## src/rtl/ram_stream_reader.sv

```systemverilog
// Read-side controller for the packet buffer: drains committed RAM entries into a
// valid/ready stream through a 2-entry head/skid buffer, returning the consumed pointer.
module ram_stream_reader #(
    parameter int unsigned DATA_WIDTH = 32,
    parameter int unsigned ADDR_WIDTH = 5
) (
    input  logic                  clock,
    input  logic                  reset,
    input  logic [ADDR_WIDTH:0]   wr_ptr,
    input  logic                  flush,
    output logic [ADDR_WIDTH-1:0] address_b,
    input  logic [DATA_WIDTH-1:0] q_b,
    output logic [ADDR_WIDTH:0]   rd_ptr,
    output logic [DATA_WIDTH-1:0] out_data,
    output logic                  out_valid,
    input  logic                  out_ready,
    output logic [ADDR_WIDTH:0]   level,
    output logic                  empty
);

    localparam int unsigned PW = ADDR_WIDTH + 1;

    logic [PW-1:0]         fetch_ptr_q, fetch_ptr_d;
    logic [PW-1:0]         rd_ptr_q, rd_ptr_d;
    logic                  inflight_q, inflight_d;
    logic [1:0]            occ_q, occ_d;
    logic [DATA_WIDTH-1:0] head_q, head_d;
    logic [DATA_WIDTH-1:0] skid_q, skid_d;
    logic                  pop;
    logic                  issue;
    logic [2:0]            pending;

    assign out_valid = (occ_q != 2'd0);
    assign out_data  = head_q;
    assign address_b = fetch_ptr_q[ADDR_WIDTH-1:0];
    assign rd_ptr    = rd_ptr_q;
    assign level     = wr_ptr - rd_ptr_q;
    assign empty     = (level == '0);

    assign pop = out_valid & out_ready;
    // Slots still claimed after this cycle; a pop implies occ >= 1, so no underflow.
    assign pending = {1'b0, occ_q} + {2'b00, inflight_q} - {2'b00, pop};
    assign issue   = (fetch_ptr_q != wr_ptr) && (pending < 3'd2);

    always_comb begin
        fetch_ptr_d = fetch_ptr_q;
        rd_ptr_d    = rd_ptr_q;
        inflight_d  = 1'b0;
        occ_d       = occ_q;
        head_d      = head_q;
        skid_d      = skid_q;
        if (flush) begin
            fetch_ptr_d = wr_ptr;
            rd_ptr_d    = wr_ptr;
            occ_d       = 2'd0;
        end else begin
            inflight_d = issue;
            if (issue) begin
                fetch_ptr_d = fetch_ptr_q + PW'(1);
            end
            if (pop) begin
                rd_ptr_d = rd_ptr_q + PW'(1);
            end
            case ({pop, inflight_q})
                2'b01: begin
                    if (occ_q == 2'd0) begin
                        head_d = q_b;
                        occ_d  = 2'd1;
                    end else begin
                        skid_d = q_b;
                        occ_d  = 2'd2;
                    end
                end
                2'b10: begin
                    if (occ_q == 2'd2) begin
                        head_d = skid_q;
                    end
                    occ_d = occ_q - 2'd1;
                end
                2'b11: begin
                    if (occ_q == 2'd2) begin
                        head_d = skid_q;
                        skid_d = q_b;
                    end else begin
                        head_d = q_b;
                    end
                end
                default: ;
            endcase
        end
    end

    always_ff @(posedge clock) begin
        if (reset) begin
            fetch_ptr_q <= '0;
            rd_ptr_q    <= '0;
            inflight_q  <= 1'b0;
            occ_q       <= 2'd0;
            head_q      <= '0;
            skid_q      <= '0;
        end else begin
            fetch_ptr_q <= fetch_ptr_d;
            rd_ptr_q    <= rd_ptr_d;
            inflight_q  <= inflight_d;
            occ_q       <= occ_d;
            head_q      <= head_d;
            skid_q      <= skid_d;
        end
    end

endmodule

```

## config.mk

```make
export PLATFORM = sky130hd
export DESIGN_NAME = ram_stream_reader
export DESIGN_NICKNAME = d
export VERILOG_FILES = /design/src/rtl/ram_stream_reader.sv
export SDC_FILE = /design/constraint.sdc
export NUM_CORES = 1
export LEC_CHECK = 0
export CORE_UTILIZATION = 39
export DETAILED_ROUTE_END_ITERATION = 6
export DONT_BUFFER_PORTS = 1
export HOLD_SLACK_MARGIN = 0.12
export MAX_ROUTING_LAYER = met4
export PLACE_DENSITY = 0.52
export SLEW_MARGIN = 20
export SYNTH_ARGS = -nofsm -noshare
export SYNTH_HDL_FRONTEND = slang
export SYNTH_SLANG_ARGS = --single-unit
```

## constraint.sdc

```tcl
create_clock -name clock -period 2.9 [get_ports clock]
set_clock_uncertainty 0.05 [all_clocks]
set_input_delay 0.145 -clock clock [delete_from_list [all_inputs] [get_ports clock]]
set_output_delay 0.145 -clock clock [all_outputs]
set_load 0.1 [all_outputs]
```

==> results.tsv, run 1 <==
metric	value	unit
avgSynthCellArea	8.680	um^2
peakVddDrop	294.0	uV
drcViolationCount	0	
ant_nets	0	
detail_route.wirelength	8553	um
power.leakage	2.096	nW
cts_sinks	79	
cp.depth	11	
root_buffer	clkbuf_8	
vias	3129	
path_clk_slew	80	ps
worst_slew_pin_slew	573.8	ps
worstPathCellList	inv_1 -> ha_1 -> nor2b_2 -> and2_1 -> o21ai_0 -> fa_1 -> xnor2_2 -> nand2_1 -> a211oi_1 -> xnor2_1 -> a21boi_0	
cts_tree	yes	
via_per_inst	4.844	
dieWidth	99.94	um
path_delay_family	adder cells	
cts_buffer_depth	2	
drv_cap	0	
dr.pass1.iters	4	
fin_crit	2632	ps
area_delta_synth_final	32.31	%
synth_top_family_by_area	compound AO/OA/AOI/OAI gates	
rr_worst_depth	11	
synth_edf_count	0	
dpl.hpwl	5675	um
core	9284	um^2
ioPinCount	93	
status	completed	
synth-simple-area-share	0.1505	
grt-ovfl-total	0	
hold_class	in2reg	
drt_iter0_drc	82	
synth_area	3741	um^2
power_density	586.0	nW/um^2
row_count	35	
grt_pass1_vias	3039	
synthesis.instances	431	
end_kind	register	
drive_gt1_frac	0.1779	
numCtsBuffers	9	
initial_core_util	0.4030	
slew_viol_final	0	
hold_viol	0	
path_max_fanout	5	
antenna_cells	0	
crit_arrival	2780	ps
htreeDepth	3	
ys_ff_latch	79	
die_area	9988	um^2
antenna_found_initial	0	
cts_setup_buffers	0	
setup_viol	0	
critPathRequiredTime	3050	ps
synth-xor-area-share	0.04682	
clk_latency	340	ps
r2r_setup_slack	270	ps
synth_area_leader_cell	dfxtp_1	
synth_top_area_share	0.4227	
startpoint_type	register	
grt_max_degree	73	
synth_common_cells	dfxtp_1 (79), nand2_1 (68), a21oi_1 (45)	
worst-path-buf-inv	1	
wl_per_cell	13.24	um
finalPower	0.002901	W
yosys_warnings	0	
synth_fa_ha_area_frac	0.04080	
die_y	99.94	um
port_buffers	0	
synth_compound_gate_area_share	0.1789	
relSlewSlack	0.6160	
track_usage	0.1887	
async_flop_share	0	
worstHoldPathCells	4	
finalCritPeriodShare	0.9077	
synthMuxAreaShare	0.08829	
synth_flop_cell	dfxtp_1	
grt_pass1_wl	14430	um
num-fill-cells	905	
worstSetupPathType	reg2reg	
synthTopCellsByArea	dfxtp_1 (42%), mux2i_1 (8.8%), a211oi_1 (7.4%)	
nNetsFinal	567	
final_cells	646	
fmax	379.9	MHz
max_stage_delay	430	ps
post-place-cells	587	
synthMostInstantiatedCell	dfxtp_1	
synth_fp_nets	484	
globalplace.congestion	0.8186	
seq_area_frac_synth	0.4227	
slowest_stage	fa_1	
netlist-cell-type-count	39	
## where the power goes
part / switching [W] / internal [W]
combinational: 0.000624 / 0.000244
sequential: 0.0000242 / 0.00113
clock: 0.000401 / 0.000478
total: 0.00105 / 0.00185
## path summary, 6_finish.rpt
path,start,end
hold / removal,out_ready,occ_q[0]
hold reg to reg,skid_q[0],skid_q[0]
setup reg to reg,occ_q[1],fetch_ptr_q[2]
setup / recovery,occ_q[1],fetch_ptr_q[2]
## sequential cells by signal, summed over array words and instances (netlist names)
| name | count |
|---|---|
| occ_q | 2 |
| rd_ptr | 6 |
| inflight_q | 1 |
| fetch_ptr_q | 6 |
| skid_q | 32 |
| out_data | 32 |
## area by class of cell
class | count | area, um^2 | share of cell area
clock inverters | 5 | 83.83 | 0.01694
repair buffers | 105 | 968.4 | 0.1957
inverters | 20 | 75.07 | 0.01517
well taps | 129 | 161.4 | 0.03261
multi-input cells | 299 | 1952 | 0.3943
clock buffers | 9 | 123.9 | 0.02503
flip-flops and latches | 79 | 1585 | 0.3203
## cell usage in the layout (no fill, tap or decap), types with 2 or more instances in the layout
| cell type | n |
|---|---|
| a211oi_1 | 37 |
| a21boi_0 | 9 |
| a21oi_1 | 44 |
| and3_1 | 2 |
| buf_12 | 4 |
| buf_4 | 56 |
| bufinv_16 | 2 |
| clkbuf_8 | 9 |
| clkinvlp_4 | 2 |
| dfxtp_1 | 76 |
| dfxtp_2 | 3 |
| dlygate4sd3_1 | 44 |
| fa_1 | 2 |
| ha_1 | 9 |
| inv_1 | 19 |
| mux2i_1 | 33 |
| nand2_1 | 68 |
| nand3_1 | 3 |
| nand4_1 | 2 |
| nor2_1 | 40 |
| nor2b_1 | 4 |
| o21ai_0 | 6 |
| xnor2_1 | 10 |
| xor2_1 | 8 |
## logic make-up (layout without fill, tap and decap cells)
logic type | Yosys count | in the layout
multiplexers | 33 | 33
AO/OA/AOI/OAI | 105 | 105
XOR/XNOR | 20 | 20
buffers and inverters | 53 | 139
flip-flops | 79 | 79
adder cells (fa/ha/maj) | 11 | 11
AND/OR/NAND/NOR | 130 | 130
## per-stage QoR
stage               hold slack (ps)  utilization  worst slack, ps  setup TNS (ps)  cell area, um^2
floorplan                     231.0            -           -153.9          -153.9             3781
global placement              169.8       0.4594            327.9               0             4265
detailed placement            175.3       0.4594            241.7               0             4265
CTS                           127.7       0.5322            228.2               0             4941
global route                  157.6       0.5332           -1.657          -1.657             4950
finish                        142.6       0.5332            267.6               0             4950
## worst min-delay path, stage by stage
cell	delay, ps
a21oi_1	50
nand2_1	70
o21ai_0	100
a21oi_1	140
## layer usage
layer	GRT usage	routed length [um]	vias to the layer above
met3	0.05014	397	10
met2	0.3066	4073	60
li1	-	-	1627
met5	-	0	-
met4	0.05430	93	0
met1	0.2301	3989	1432
## repair_timing
item,4_1_cts,5_1_grt
hold endpoints to repair,79,0
hold buffers,45,0
setup endpoints to repair,0,2
gates resized for setup,0,2
No activity file was read; power rests on OpenSTA's default activity.
==> run 2, diff against run 1 <==
CTS_BUF_LIST = sky130_fd_sc_hd__clkbuf_8 sky130_fd_sc_hd__clkbuf_16   (was default)
REMOVE_ABC_BUFFERS = 1   (was default)
SKIP_LAST_GASP = 1   (was default)
==> results.tsv, run 2 (synthesis results as in run 1) <==
metric	value	unit	change
status	completed		
vias	3176		+1.5%
power.leakage	2.164	nW	+3.2%
final_cells	653		+1.1%
clk_latency	350	ps	about the same
fin_setup_tns	0	ps	unchanged
grt-ovfl-total	0		unchanged
detail_route.wirelength	8619	um	+0.77%
fin_crit	2638	ps	+6.007 ps
startpoint_type	register		
layout_setup_ws	261.6	ps	-6.007 ps
end_kind	register		
endpoint	skid_q[12]		
grt_pass1_vias	3092		+1.7%
worst_slew_pin_slew	987.6	ps	+413.8 ps
grt_pass1_wl	14740	um	+2.1%
post-place-cells	584		-0.51%
worst-path-buf-inv	4		+3
num-fill-cells	880		-2.8%
die_area	9988	um^2	unchanged
path_max_fanout	8		+3
dieWidth	99.94	um	unchanged
r2r_setup_slack	260	ps	about the same
path_clk_slew	90	ps	about the same
port_buffers	0		unchanged
antenna_cells	0		unchanged
slowest_stage	dlygate4sd3_1		
root_buffer	clkbuf_8		
path_delay_family	buffers and inverters		
area_delta_synth_final	33.98	%	
grt_setup_unrepaired	no		
timing.rr.start	occ_q[1]		
peakVddDrop	350.8	uV	+19%
cts_sinks	79		unchanged
drv_cap	0		unchanged
worstSetupPathType	reg2reg		
nNetsFinal	572		+0.88%
wl_per_cell	13.20	um	-0.31%
max_stage_delay	560	ps	+130 ps
fmax	379.0	MHz	-0.23%
finalCritPeriodShare	0.9098		+0.002071
drt_iter0_drc	101		+23%
setup_viol	0		unchanged
htreeDepth	3		unchanged
numCtsBuffers	9		unchanged
cts_buffer_depth	2		unchanged
critPathRequiredTime	3150	ps	+100 ps
mostFrequentLayoutCell	dfxtp_1		
worstPathCellList	inv_1 -> ha_1 -> buf_4 -> nor4_4 -> nand2_1 -> dlygate4sd3_1 -> a21oi_1 -> dlygate4sd3_1		
dp_slack	241.8	ps	+0.1460 ps
via_per_inst	4.864		+0.41%
globalplace.congestion	0.7546		-7.8%
holdCritStartpoint	out_ready		
ioPinCount	93		unchanged
slew_viol_final	0		unchanged
power_density	599.5	nW/um^2	+2.3%
crit_arrival	2890	ps	+110 ps
grt_max_degree	73		unchanged
final_cell_mix	dfxtp_1 (78), nand2_1 (68), buf_4 (55)		
cp.depth	8		-3
antenna_found_initial	0		unchanged
row_count	35		unchanged
reg2reg_to	skid_q[12]		
dr.pass1.iters	4		unchanged
multi_input_area	1928	um^2	-1.2%
hold_class	in2reg		
drcViolationCount	0		unchanged
relSlewSlack	0.3391		-0.2769
ant_nets	0		unchanged
die_y	99.94	um	unchanged
regArea	1583	um^2	-0.16%
initial_core_util	0.4030		unchanged
rr_worst_depth	8		-3
worstSetupStartpoint	occ_q[1]		
track_usage	0.1932		+0.004486
critPathMostFrequentCell	dlygate4sd3_1		
dpl.hpwl	5451	um	-3.9%
drive_gt1_frac	0.1718		-0.006194
core	9284	um^2	unchanged
cts_tree	yes		
hold_viol	0		unchanged
run 2: cell type report:
class | instances | share of cell area
Sequential cell | 79 | 0.3158
Timing Repair Buffer | 110 | 0.2037
Inverter | 20 | 0.01498
Multi-Input combinational cell | 299 | 0.3847
Clock buffer | 9 | 0.02471
Tap cell | 129 | 0.03220
Clock inverter | 7 | 0.02396
run 2: report_power, final:
| part | leakage [nW] | internal [W] | total (W) | switching (W) |
|---|---|---|---|---|
| clock network | 0.120 | 0.000575 | 0.000996 | 0.000422 |
| logic | 1.40 | 0.000237 | 0.000857 | 0.000620 |
| registers | 0.644 | 0.00113 | 0.00115 | 0.0000228 |
| total | 2.16 | 0.00194 | 0.00300 | 0.00106 |
run 2: worst min-delay path by stage:
stage                   end  slack, ps  cells after the start
2_1_floorplan     skid_q[0]        160                      1
3_3_place_gp      skid_q[6]        170                      1
3_5_place_dp     skid_q[11]        170                      1
4_1_cts        out_data[26]        160                      3
5_1_grt        out_data[26]        190                      3
6_report       out_data[26]        170                      3
run 2: worst register-to-register path, cell delays in order (launching register included):
cell and delay, ps:
dfxtp_2 410, inv_1 80, ha_1 200, buf_4 170
nor4_4 350, nand2_1 90, dlygate4sd3_1 560, a21oi_1 130
dlygate4sd3_1 560
run 2: through the flow:
step	hold WS, ps	power (W)	utilization	instance area (um^2)
floorplan	164.1	0.001794	-	3547
global placement	171.1	0.001954	0.4542	4217
detailed placement	172.9	0.001959	0.4542	4217
CTS	155.5	0.003035	0.5373	4989
global route	191.1	0.003141	0.5399	5012
finish	168.6	0.003005	0.5399	5012
run 2: layer usage:
layer / vias to the layer above / wire (um) / GRT usage / share of wire
met4: 0 / 133 / 0.07240 / 0.015
met3: 12 / 420 / 0.04457 / 0.049
li1: 1647 / - / - / -
met1: 1450 / 4006 / 0.2324 / 0.46
met5: - / 0 / - / 0
met2: 67 / 4058 / 0.3151 / 0.47
run 2: repair_timing:
item                                   CTS  global route
gates resized for setup                  0             2
hold buffers                            51             0
setup endpoints to repair                0             5
endpoints found under the hold margin   79             0
buffers inserted                         0             2
==> run 3, diff against run 2 <==
ABC_AREA = 1   (was default)
SETUP_SLACK_MARGIN = 0.05   (was default)
==> results.tsv, run 3 <==
metric	value	unit	change
status	completed		
die_area	10650	um^2	+6.6%
drcViolationCount	0		unchanged
synthesis.instances	548		+27%
path_clk_slew	80	ps	about the same
dr.pass1.iters	4		unchanged
synthTopCellsByArea	dfxtp_1 (40%), a21oi_1 (9.9%), inv_1 (8.8%)		
mostFrequentLayoutCell	inv_1		
avgSynthCellArea	7.288	um^2	-16%
via_per_inst	4.812		-1.1%
hold_class	in2reg		
core	9864	um^2	+6.3%
initial_core_util	0.4049		+0.001906
drv_cap	0		unchanged
grt_setup_unrepaired	no		
synth_area_leader_cell	dfxtp_1		
area_delta_synth_final	27.57	%	
numCtsBuffers	9		unchanged
die_y	103.2	um	+3.3%
setup_viol	0		unchanged
nNetsFinal	679		+19%
power_density	554.5	nW/um^2	-7.5%
synth-xor-area-share	0.01974		-0.02709
yosys_warnings	0		unchanged
slew_viol_final	0		unchanged
synth_top_area_share	0.3960		-0.02675
globalplace.congestion	0.8195		+8.6%
startpoint_type	register		
peakVddDrop	280.0	uV	-20%
port_buffers	0		unchanged
final_cell_mix	inv_1 (97), nand2_1 (89), a21oi_1 (79)		
vias	3676		+16%
synthMuxAreaShare	0		-0.08829
wl_per_cell	12.66	um	-4.1%
cts_tree	yes		
async_flop_share	0		unchanged
drt_iter0_drc	124		+23%
cts_sinks	79		unchanged
finalCritPeriodShare	0.8840		-0.02583
fin_crit	2564	ps	-74.90 ps
fin_util	0.5165		-0.02340
synth_compound_gate_area_share	0.2776		+0.09864
dpl.hpwl	6314	um	+16%
detail_route.wirelength	9674	um	+12%
seq_area_frac_synth	0.3960		-0.02675
whs	235.5	ps	+66.88 ps
synth_area	3994	um^2	+6.8%
row_count	36		+2.9%
critPathRequiredTime	3130	ps	-20 ps
num-fill-cells	962		+9.3%
end_kind	register		
netlist-cell-type-count	31		-21%
worstSetupPathType	reg2reg		
htreeDepth	3		unchanged
antenna_found_initial	0		unchanged
antenna_cells	0		unchanged
worst_slew_pin_slew	941.0	ps	-46.57 ps
synth_edf_count	0		unchanged
cts_buffer_depth	2		unchanged
synth_fa_ha_area_frac	0.03822		-0.002582
synth_common_cells	inv_1 (94), nand2_1 (91), a21oi_1 (79), dfxtp_1 (79), o21ai_0 (55)		
synth-simple-area-share	0.1237		-0.02675
synth_flop_cell	dfxtp_1		
synthMostInstantiatedCell	inv_1		
hold_viol	0		unchanged
grt_max_degree	65		-11%
track_usage	0.1930		about the same
power.leakage	2.159	nW	-0.24%
clk_latency	340	ps	about the same
crit_arrival	2790	ps	-100 ps
cts_setup_buffers	0		unchanged
grt_pass1_wl	15250	um	+3.5%
relSlewSlack	0.3720		+0.03285
ys_ff_latch	79		unchanged
grt-ovfl-total	0		unchanged
drive_gt1_frac	0.1347		-0.03705
root_buffer	clkbuf_8		
ioPinCount	93		unchanged
grt_pass1_vias	3316		+7.2%
synth_top_family_by_area	compound AO/OA/AOI/OAI gates		
fmax	390.1	MHz	+2.9%
ant_nets	0		unchanged
dieWidth	103.2	um	+3.3%
path_max_fanout	8		unchanged
[run 3: cell count changes in the layout (fill, tap and decap cells not counted), moves of 8 or more]
cell,change
o21ai_0,+49
o21a_1,+32
inv_1,+78
xnor2_1,-9
nand3_1,+8
nor2_1,-26
a211oi_1,-36
nand2_1,+21
o21ai_1,+19
mux2i_1,-33
a21boi_0,-9
a21oi_1,+35
[run 3: repair_timing]
item | in CTS | in global routing
hold buffers | 44 | 0
endpoints found under the hold margin | 79 | 0
resized for setup | 0 | 4
endpoints found under the setup margin | 0 | 6
[run 3: final cells by class]
| cell class | count | area (um^2) | share of cell area |
|---|---|---|---|
| multi-input cells | 339 | 1869 | 0.3669 |
| flip-flops and latches | 79 | 1583 | 0.3107 |
| repair buffers | 100 | 920.9 | 0.1807 |
| inverters | 97 | 364.1 | 0.07146 |
| well taps | 133 | 166.4 | 0.03266 |
| clock buffers | 10 | 137.6 | 0.02701 |
| clock inverters | 6 | 53.80 | 0.01056 |
[run 3: metal layers]
| layer | global-route usage | vias to the layer above | part of all wire |
|---|---|---|---|
| met5 | - | - | 0 |
| met4 | 0.06284 | 0 | 0.012 |
| met3 | 0.05108 | 14 | 0.061 |
| met2 | 0.3246 | 93 | 0.48 |
| met1 | 0.2241 | 1657 | 0.45 |
| li1 | - | 1912 | - |
[run 3: final timing paths]
path                                  from              to  slack [ps]  depth (start not counted)
worst min-delay path             wr_ptr[3]      inflight_q         240                          6
worst max-delay path              occ_q[0]  fetch_ptr_q[5]         340                         13
worst max register to register    occ_q[0]  fetch_ptr_q[5]         340                         13
worst min register to register  skid_q[19]      skid_q[19]         400                          2
[run 3: power breakdown]
group	leakage [nW]	total (W)	internal (W)	switching, W
clock network	0.106	0.000799	0.000411	0.000388
logic	1.41	0.000868	0.000224	0.000644
registers	0.643	0.00116	0.00113	0.0000266
total	2.16	0.00283	0.00177	0.00106
[run 3: metrics by stage]
stage          setup TNS (ps)  setup slack [ps]  total power [W]  cell area, um^2  std cells
6_report                    0             336.5         0.002825             5095        764
2_1_floorplan           -3414             -1933         0.001819             3780        515
3_5_place_dp                0             148.6         0.001981             4417        703
5_1_grt                     0             64.28         0.002973             5095        764
3_3_place_gp                0             251.7         0.001973             4417        703
4_1_cts                     0             105.0         0.002855             5059        763
[run 3: worst max-delay path, cell delays in order (launching register included)]
cell and delay, ps:
dfxtp_1 370, inv_1 100, ha_1 300, inv_2 110, nand2_4 80, nor2_2 150, o21ai_0 140, fa_1 490
o21ai_0 70, a21oi_1 160, nand2_2 140, nand2_2 130, nand2_1 80, a21oi_1 130
[run 3: cells by family (layout without fill, tap and decap cells)]
kind of cell	after synthesis	after routing
AND/OR/NAND/NOR	123	123
AO/OA/AOI/OAI	196	196
flip-flops	79	79
buffers and inverters	130	213
XOR/XNOR	9	9
adder cells (fa/ha/maj)	11	11
